--- config.mk ---
export PLATFORM = sky130hd
export DESIGN_NAME = sync_fifo_ctl
export DESIGN_NICKNAME = d
export VERILOG_FILES = /design/src/rtl/fifo_pkg.sv /design/src/rtl/sync_fifo_ram.sv /design/src/rtl/sync_fifo_ctl.sv
export SDC_FILE = /design/constraint.sdc
export NUM_CORES = 1
export LEC_CHECK = 0
export BUFFER_PORTS_ARGS = -buffer_cell sky130_fd_sc_hd__clkbuf_2
export CORE_ASPECT_RATIO = 1.1
export CORE_MARGIN = 3
export CORE_UTILIZATION = 35
export CTS_CLUSTER_SIZE = 10
export DETAILED_ROUTE_END_ITERATION = 12
export GPL_ROUTABILITY_DRIVEN = 0
export PLACE_DENSITY = 0.51
export RECOVER_POWER = 50
export SYNTH_ARGS = -nofsm -noshare
export SYNTH_HDL_FRONTEND = slang
export SYNTH_SLANG_ARGS = --single-unit
--- constraint.sdc ---
create_clock -name clk -period 2.7 [get_ports clk]
set_input_delay 0.405 -clock clk [delete_from_list [all_inputs] [get_ports clk]]
set_output_delay 0.405 -clock clk [all_outputs]
set_load 0.02 [all_outputs]
--- src/rtl/fifo_pkg.sv ---
// Shared constants, width helpers and parameter legality checks for the
// single-clock FIFO family.
package fifo_pkg;

    localparam int unsigned FIFO_MODE_STD  = 0;
    localparam int unsigned FIFO_MODE_FWFT = 1;

    // Pointer width: address bits plus one wrap bit.
    function automatic int unsigned ptr_w(input int unsigned depth);
        return $clog2(depth) + 1;
    endfunction

    function automatic bit depth_ok(input int unsigned depth);
        return (depth >= 2) && ((depth & (depth - 1)) == 0);
    endfunction

    function automatic bit levels_ok(input int unsigned depth, input int unsigned af,
                                     input int unsigned ae);
        return (af >= 1) && (af <= depth) && (ae <= depth - 1);
    endfunction

endpackage

--- src/rtl/sync_fifo_ram.sv ---
// DEPTH x DWIDTH storage with one synchronous write port and one
// asynchronous read port. Contents are never reset.
module sync_fifo_ram #(
    parameter int unsigned DWIDTH = 8,
    parameter int unsigned DEPTH  = 16
) (
    input  logic                       clk,
    input  logic                       we,
    input  logic [$clog2(DEPTH)-1:0]   waddr,
    input  logic [DWIDTH-1:0]          wdata,
    input  logic [$clog2(DEPTH)-1:0]   raddr,
    output logic [DWIDTH-1:0]          rdata
);

    logic [DWIDTH-1:0] mem [DEPTH];

    always_ff @(posedge clk) begin
        if (we) begin
            mem[waddr] <= wdata;
        end
    end

    assign rdata = mem[raddr];

endmodule

--- src/rtl/sync_fifo_ctl.sv ---
// Single-clock FIFO controller: pointers, occupancy count, status flags,
// sticky error flags and standard/FWFT read data path.
module sync_fifo_ctl
    import fifo_pkg::*;
#(
    parameter int unsigned DWIDTH   = 8,
    parameter int unsigned DEPTH    = 16,
    parameter int unsigned FWFT     = FIFO_MODE_STD,
    parameter int unsigned AF_LEVEL = DEPTH - 2,
    parameter int unsigned AE_LEVEL = 2
) (
    input  logic                     clk,
    input  logic                     rst_n,
    input  logic                     flush,
    input  logic                     w_en,
    input  logic [DWIDTH-1:0]        wdata,
    output logic                     wfull,
    output logic                     almost_full,
    input  logic                     r_en,
    output logic [DWIDTH-1:0]        rdata,
    output logic                     rempty,
    output logic                     almost_empty,
    output logic [$clog2(DEPTH):0]   count,
    input  logic                     err_clr,
    output logic                     overflow,
    output logic                     underflow
);

    localparam int unsigned AWIDTH = $clog2(DEPTH);
    localparam int unsigned PW     = ptr_w(DEPTH);

    localparam logic [PW-1:0] ONE_CNT   = PW'(1);
    localparam logic [PW-1:0] DEPTH_CNT = PW'(DEPTH);
    localparam logic [PW-1:0] AF_CNT    = PW'(AF_LEVEL);
    localparam logic [PW-1:0] AE_CNT    = PW'(AE_LEVEL);

    if (!depth_ok(DEPTH)) begin : g_bad_depth
        $error("sync_fifo_ctl: DEPTH must be a power of two and at least 2");
    end
    if (!levels_ok(DEPTH, AF_LEVEL, AE_LEVEL)) begin : g_bad_levels
        $error("sync_fifo_ctl: AF_LEVEL must be 1..DEPTH and AE_LEVEL 0..DEPTH-1");
    end

    logic [PW-1:0]     wptr_q;
    logic [PW-1:0]     rptr_q;
    logic [PW-1:0]     count_q;
    logic              overflow_q;
    logic              underflow_q;
    logic              wr_acc;
    logic              rd_acc;
    logic [DWIDTH-1:0] ram_rdata;

    // Flags come straight from the registered count so they never glitch.
    assign rempty       = (count_q == '0);
    assign wfull        = (count_q == DEPTH_CNT);
    assign almost_full  = (count_q >= AF_CNT);
    assign almost_empty = (count_q <= AE_CNT);
    assign count        = count_q;
    assign overflow     = overflow_q;
    assign underflow    = underflow_q;

    assign wr_acc = w_en & ~wfull & ~flush;
    assign rd_acc = r_en & ~rempty & ~flush;

    always_ff @(posedge clk) begin
        if (!rst_n) begin
            wptr_q  <= '0;
            rptr_q  <= '0;
            count_q <= '0;
        end else if (flush) begin
            wptr_q  <= '0;
            rptr_q  <= '0;
            count_q <= '0;
        end else begin
            if (wr_acc) begin
                wptr_q <= wptr_q + ONE_CNT;
            end
            if (rd_acc) begin
                rptr_q <= rptr_q + ONE_CNT;
            end
            if (wr_acc && !rd_acc) begin
                count_q <= count_q + ONE_CNT;
            end else if (rd_acc && !wr_acc) begin
                count_q <= count_q - ONE_CNT;
            end
        end
    end

    // A new error in the same cycle as err_clr keeps the flag set.
    always_ff @(posedge clk) begin
        if (!rst_n) begin
            overflow_q  <= 1'b0;
            underflow_q <= 1'b0;
        end else if (!flush) begin
            overflow_q  <= (w_en & wfull) | (overflow_q & ~err_clr);
            underflow_q <= (r_en & rempty) | (underflow_q & ~err_clr);
        end
    end

    sync_fifo_ram #(
        .DWIDTH (DWIDTH),
        .DEPTH  (DEPTH)
    ) u_ram (
        .clk   (clk),
        .we    (wr_acc),
        .waddr (wptr_q[AWIDTH-1:0]),
        .wdata (wdata),
        .raddr (rptr_q[AWIDTH-1:0]),
        .rdata (ram_rdata)
    );

    if (FWFT == FIFO_MODE_FWFT) begin : g_fwft
        assign rdata = ram_rdata;
    end else begin : g_std
        logic [DWIDTH-1:0] rdata_q;

        always_ff @(posedge clk) begin
            if (!rst_n) begin
                rdata_q <= '0;
            end else if (rd_acc) begin
                rdata_q <= ram_rdata;
            end
        end

        assign rdata = rdata_q;
    end

    // Pointer distance must always equal the occupancy count.
    a_ptr_count: assert property (@(posedge clk) disable iff (!rst_n)
        (PW'(wptr_q - rptr_q) == count_q));

endmodule

### Word level (Yosys, flattened, before mapping)

Memory sizes are Yosys's and may differ from the RTL's. A register that Yosys moved wholly into a read port is not among the register bits.
Cells that the tools add are included.
W data, S select, Z words.

| storage, ports and cells | value |
|---|---|
| RAM bits | 128 |
| output and inout port bits | 19 |
| bits in registers | 17 |
| memories | 1 |
| input port bits | 14 |

| operators by class | value |
|---|---|
| reduce and logical (&&, ||, !) cells | 8 |
| equal/unequal tests | 1 |
| magnitude comparators | 2 |
| mux-type cells | 4 |
| bitwise gates (word level) | 15 |
| add/sub/neg operators | 4 |

Memories:

| name | depth | bits a word | read ports | clocked after memory_dff | write ports | RTL line | text |
|---|---|---|---|---|---|---|---|
| u_ram.mem | 16 | 8 | 1 | 1 | 1 | sync_fifo_ram.sv:15 | `logic [DWIDTH-1:0] mem [DEPTH];` |

Operators with widths:

| cell | number |
|---|---|
| $add A5 B1 Y5 const B | 3 |
| $mux W5 | 2 |
| $and A1 B1 Y1 | 8 |
| $eq A5 B5 Y1 const B | 1 |
| $ge A5 B4 Y1 const B | 1 |
| $le A5 B2 Y1 const B | 1 |
| $logic_not A5 Y1 | 1 |
| $not A1 Y1 | 5 |
| $sub A5 B1 Y5 const B | 1 |
| $logic_not A1 Y1 | 3 |
| $logic_and A1 B1 Y1 | 2 |
| $mux W1 | 2 |
| $or A1 B1 Y1 | 2 |
| $reduce_bool A2 Y1 | 1 |
| $reduce_or A2 Y1 | 1 |

### Logic depth before layout (Yosys ltp)

| depth | value |
|---|---|
| depth after elaboration | 8 |
| mapped depth | 11 |

### Cells and area by module

A second synthesis with hierarchy kept.

| second synthesis, totals | value |
|---|---|
| cells, all modules | 340 |
| area total of the unflattened synthesis | 6,125.9 sq um |

Modules (own cells, without submodules):

| module | area an instance (sq um) | cells each | instances |
|---|---|---|---|
| sync_fifo_ram | 4,987.3 | 221 | 1 |
| sync_fifo_ctl | 1,138.6 | 119 | 1 |

### Least setup slack after synthesis

Ideal clock, no wire load.

| timing | value |
|---|---|
| path type | register to register |
| start point | register count_q[0], in the netlist count[0] |
| end point | register count_q[4], in the netlist count[4] |
| library setup time | 0.072 ns |
| arrival time | 2.513 ns |
| path buffers | 1 |
| setup slack | 0.115 ns |
| clock period less this slack | 2.585 ns |
| cell stages (with the launch flop) | 12 |
| cell sequence | dfxtp_1 > nor3_4 > a21oi_4 > buf_4 > inv_1 > ha_1 > inv_1 > fa_1 > a21o_1 > a21oi_1 > mux2i_1 > mux2i_1 |

| between the ends | value |
|---|---|
| cells in the longest elaborated chain, start to end | 7 |
| elaborated cells on any way between the ends | 17 |

RTL lines:

| item | RTL line | text |
|---|---|---|
| start, declared | sync_fifo_ctl.sv:46 | `logic [PW-1:0] count_q;` |
| start signal, assigned | sync_fifo_ctl.sv:82 | `count_q <= count_q + ONE_CNT;` |
| start signal, assigned | sync_fifo_ctl.sv:84 | `count_q <= count_q - ONE_CNT;` |
| parallel branches: the longest is 7 deep, another holds $sub A5 B1 Y5 | n/a |  |

Several ways; the timed one is not identified. The select of a mux whose other input is x is not followed.
A chain may end at the register's enable or synchronous reset.

### Worst setup path after layout

| timing | value |
|---|---|
| start point | register count_q[4], in the netlist count[4] |
| end point | register count_q[4], in the netlist count[4] |

| between the ends | value |
|---|---|
| cells in the longest elaborated chain, start to end | 7 |
| elaborated cells on any way between the ends | 17 |

RTL lines:

| item | RTL line | text |
|---|---|---|
| $eq A5 B5 Y1 (*) | sync_fifo_ctl.sv:55 | `assign wfull = (count_q == DEPTH_CNT);` |
| $not A1 Y1 (*) | sync_fifo_ctl.sv:62 | `assign wr_acc = w_en & ~wfull & ~flush;` |
| $and A1 B1 Y1 (*) (2 in a row) | sync_fifo_ctl.sv:62 |  |
| net u_ram.we | sync_fifo_ram.sv:8 | `input logic we,` |
| $logic_not A1 Y1 | sync_fifo_ctl.sv:83 | `end else if (rd_acc && !wr_acc) begin` |
| $logic_and A1 B1 Y1 | sync_fifo_ctl.sv:83 |  |
| $reduce_bool A2 Y1 (no source line) | n/a |  |

The timed path passes the listed nets; every way through them passes the cells marked *. The select of a mux whose other input is x is not followed.

==> flow_summary.ini <==
[timing]
min_period_ps = 2476
setup_viol = 0
worst_pin_slew_ps = 914.6
slew_violations = 0
skew_ps = 8.406
finalHoldViolations = 0
fmax_mhz = 403.9
min_period_over_period = 0.9169
tns_ps = 0
relSlewSlack = 0.3903
holdWs_ps = 352.3
rsz0062_at_grt = false

[logic_synthesis]
ys_ff_latch = 151
yosysWarnings = 0
synth_cells = 372
synth.area.top_cells = edfxtp_1 (62%), dfxtp_1 (7.4%), mux2i_1 (6.0%)
synth.yosys.seq_area_share = 0.6964
synth_fp_nets = 396
netlist-cell-type-count = 44
synth_top_area_frac = 0.6219
yosys.area.top_type = edfxtp_1
synthFlopType = edfxtp_1
syn_area_mm2 = 0.006181
async_reset_ff_frac = 0
synth_area_per_cell_um2 = 16.62
synth_edf_count = 128

[power]
peakVddDrop_mv = 0.3905
power_density_mw_per_mm2 = 707.4
total_power_mw = 5.140
p_leak_nw = 2.342

[floorplan]
coreArea_mm2 = 0.01714
std_cell_rows = 50
die-area_mm2 = 0.01929
start_util = 0.3606
io-pin-count = 33
die_w_um = 132.7
die_h_um = 145.4

[run_status]
status = finished clean

[setup_path]
cp_max_fo = 9
worstSetupStartpointType = flop
arrival_ps = 2820
crit_type = reg -> reg
cp.required_ps = 3040
crit_path_end_kind = flop

[cts]
clockRootBuffer = clkbuf_16
clock_path_buffers = 2
cts_resized = 0
cts_sinks = 151
cts.reportedPaths.clkPinSlew_ps = 60
postCtsSetupBuffers = 0
hold_buffers = 0
cts_tree = built
numCtsBuffers = 17
clock_latency_ps = 420
htree_levels = 4

[place]
post-place-cells = 647
dpl_cell_area_mm2 = 0.006735
portBuffers = 32
dp.final_hpwl_mm = 8.701

[detailed_routing]
drt_iter0_markers = 287
drt_wl_total_mm = 13.33
num_vias = 3325
wl_per_cell_um = 19.66
drtAntennaViolNets = 0
drt-pass1-iter-count = 5
viasPerCell = 4.904
drc = 0

[layout]
fin_cells = 678
area_growth_pct = 17.55
fill_cells = 1577
multiInputGateArea_mm2 = 0.001732
final_nets = 456
n_antenna_cell = 0
regArea_mm2 = 0.004305
design_area_mm2 = 0.007266
drive_above_1_share = 0.1892

[hold_path]
hold_class = in -> reg

[flow_run]
maxCapViolCount = 0

[grt]
grt_overflow = 0
grt_pass1_wl_mm = 20.65
grt_max_degree = 34
antenna_found_initial = 0
grt.total_usage = 0.1437
grt_pass1_vias = 3463
-- Yosys cell counts, drive strengths merged (7+ instances only) --
cell type,n
ha,9
buf,12
mux4,16
nor2b,7
mux2i,37
a22oi,9
nor2,35
nand2b,7
clkbuf,7
o22ai,16
edfxtp,128
dfxtp,23
o21ai,8
a31oi,8
-- cells by family (layout without fill, tap and decap cells) --
group                      count (synthesis)  after routing  share of synthesized area
DFF                                      151            151                     0.6964
and+or+nand+nor                           68             68                    0.05425
AOI/OAI and AO/OA                         56             56                    0.06802
muxes                                     53             53                     0.1237
buffers and inverters                     25             97                    0.02348
adders and majority gates                 10             10                    0.02146
xor gates and xnor gates                   9              9                    0.01275
-- sequential cells by signal, indices dropped and copies added, names as in the netlist --
signal,cells
count,5
overflow,1
wptr_q,4
underflow,1
u_ram.mem,128
rdata,8
rptr_q,4
-- where the power goes --
| group | internal, mW | switching, mW | leakage [nW] |
|---|---|---|---|
| Sequential | 2.55 | 0.0161 | 1.34 |
| Combinational | 0.0903 | 0.179 | 0.726 |
| Clock | 1.43 | 0.868 | 0.276 |
-- layout by cell type (no fill, tap or decap), types with 2 or more instances in the layout --
master / Yosys / routed
nand2b_1: 7 / 7
nor2_1: 35 / 35
buf_4: 3 / 23
nor2b_1: 7 / 7
clkbuf_1: 6 / 26
a31oi_1: 8 / 8
clkbuf_2: 1 / 13
nand2_1: 6 / 6
bufinv_16: 0 / 3
or3_1: 2 / 2
a21o_1: 2 / 2
inv_1: 6 / 6
edfxtp_1: 128 / 128
a21oi_1: 3 / 3
o22ai_1: 16 / 16
ha_1: 9 / 9
clkinv_2: 0 / 3
a22oi_1: 2 / 2
nand3_1: 2 / 2
dfxtp_1: 23 / 22
a22oi_2: 7 / 7
mux4_1: 9 / 9
nor3_1: 5 / 5
clkinv_1: 0 / 3
o21ai_0: 8 / 8
xor2_1: 3 / 3
clkbuf_16: 0 / 17
xnor2_1: 6 / 6
mux4_2: 7 / 7
mux2i_1: 37 / 37
-- path summary, 6_finish.rpt --
path,start,end,slack (ps),depth (start not counted)
min,err_clr,underflow,350,4
min reg2reg,underflow,underflow,530,2
max reg2reg,count[4],count[4],220,9
max,count[4],count[4],220,9
-- per-stage QoR --
stage               setup WS, ps    util
floorplan                  115.3       -
global placement           265.7  0.3929
detailed placement         178.5  0.3929
CTS                        211.6  0.4261
global route               5.205  0.4239
finish                     224.3  0.4239
-- cell type report --
type                            count  area share
Tap cell                          234     0.04030
Timing Repair Buffer               60     0.04736
Clock inverter                     11     0.01825
Sequential cell                   151      0.5926
Clock buffer                       20     0.06010
Inverter                            6    0.003100
Multi-Input combinational cell    196      0.2383
-- layer usage --
| layer | part of all wire | vias up | wire [µm] | global-route usage |
|---|---|---|---|---|
| met3 | 0.029 | 11 | 391 | 0.03492 |
| met5 | 0 | - | 0 | 0 |
| met2 | 0.48 | 60 | 6404 | 0.2229 |
| met4 | 0.012 | 0 | 163 | 0.05198 |
| met1 | 0.48 | 1684 | 6371 | 0.1980 |
| li1 | - | 1570 | - | - |
-- worst max-delay path, cell delays in order, from the launching register on --
cell and delay (ps):
dfxtp_1 460, nor2b_1 340, a21oi_2 110, ha_1 210, inv_1 160, ha_1 300, a21o_1 170, a21oi_1 180
mux2i_1 260, mux2i_1 210
Note: power is estimated with default switching activity, not from simulation.
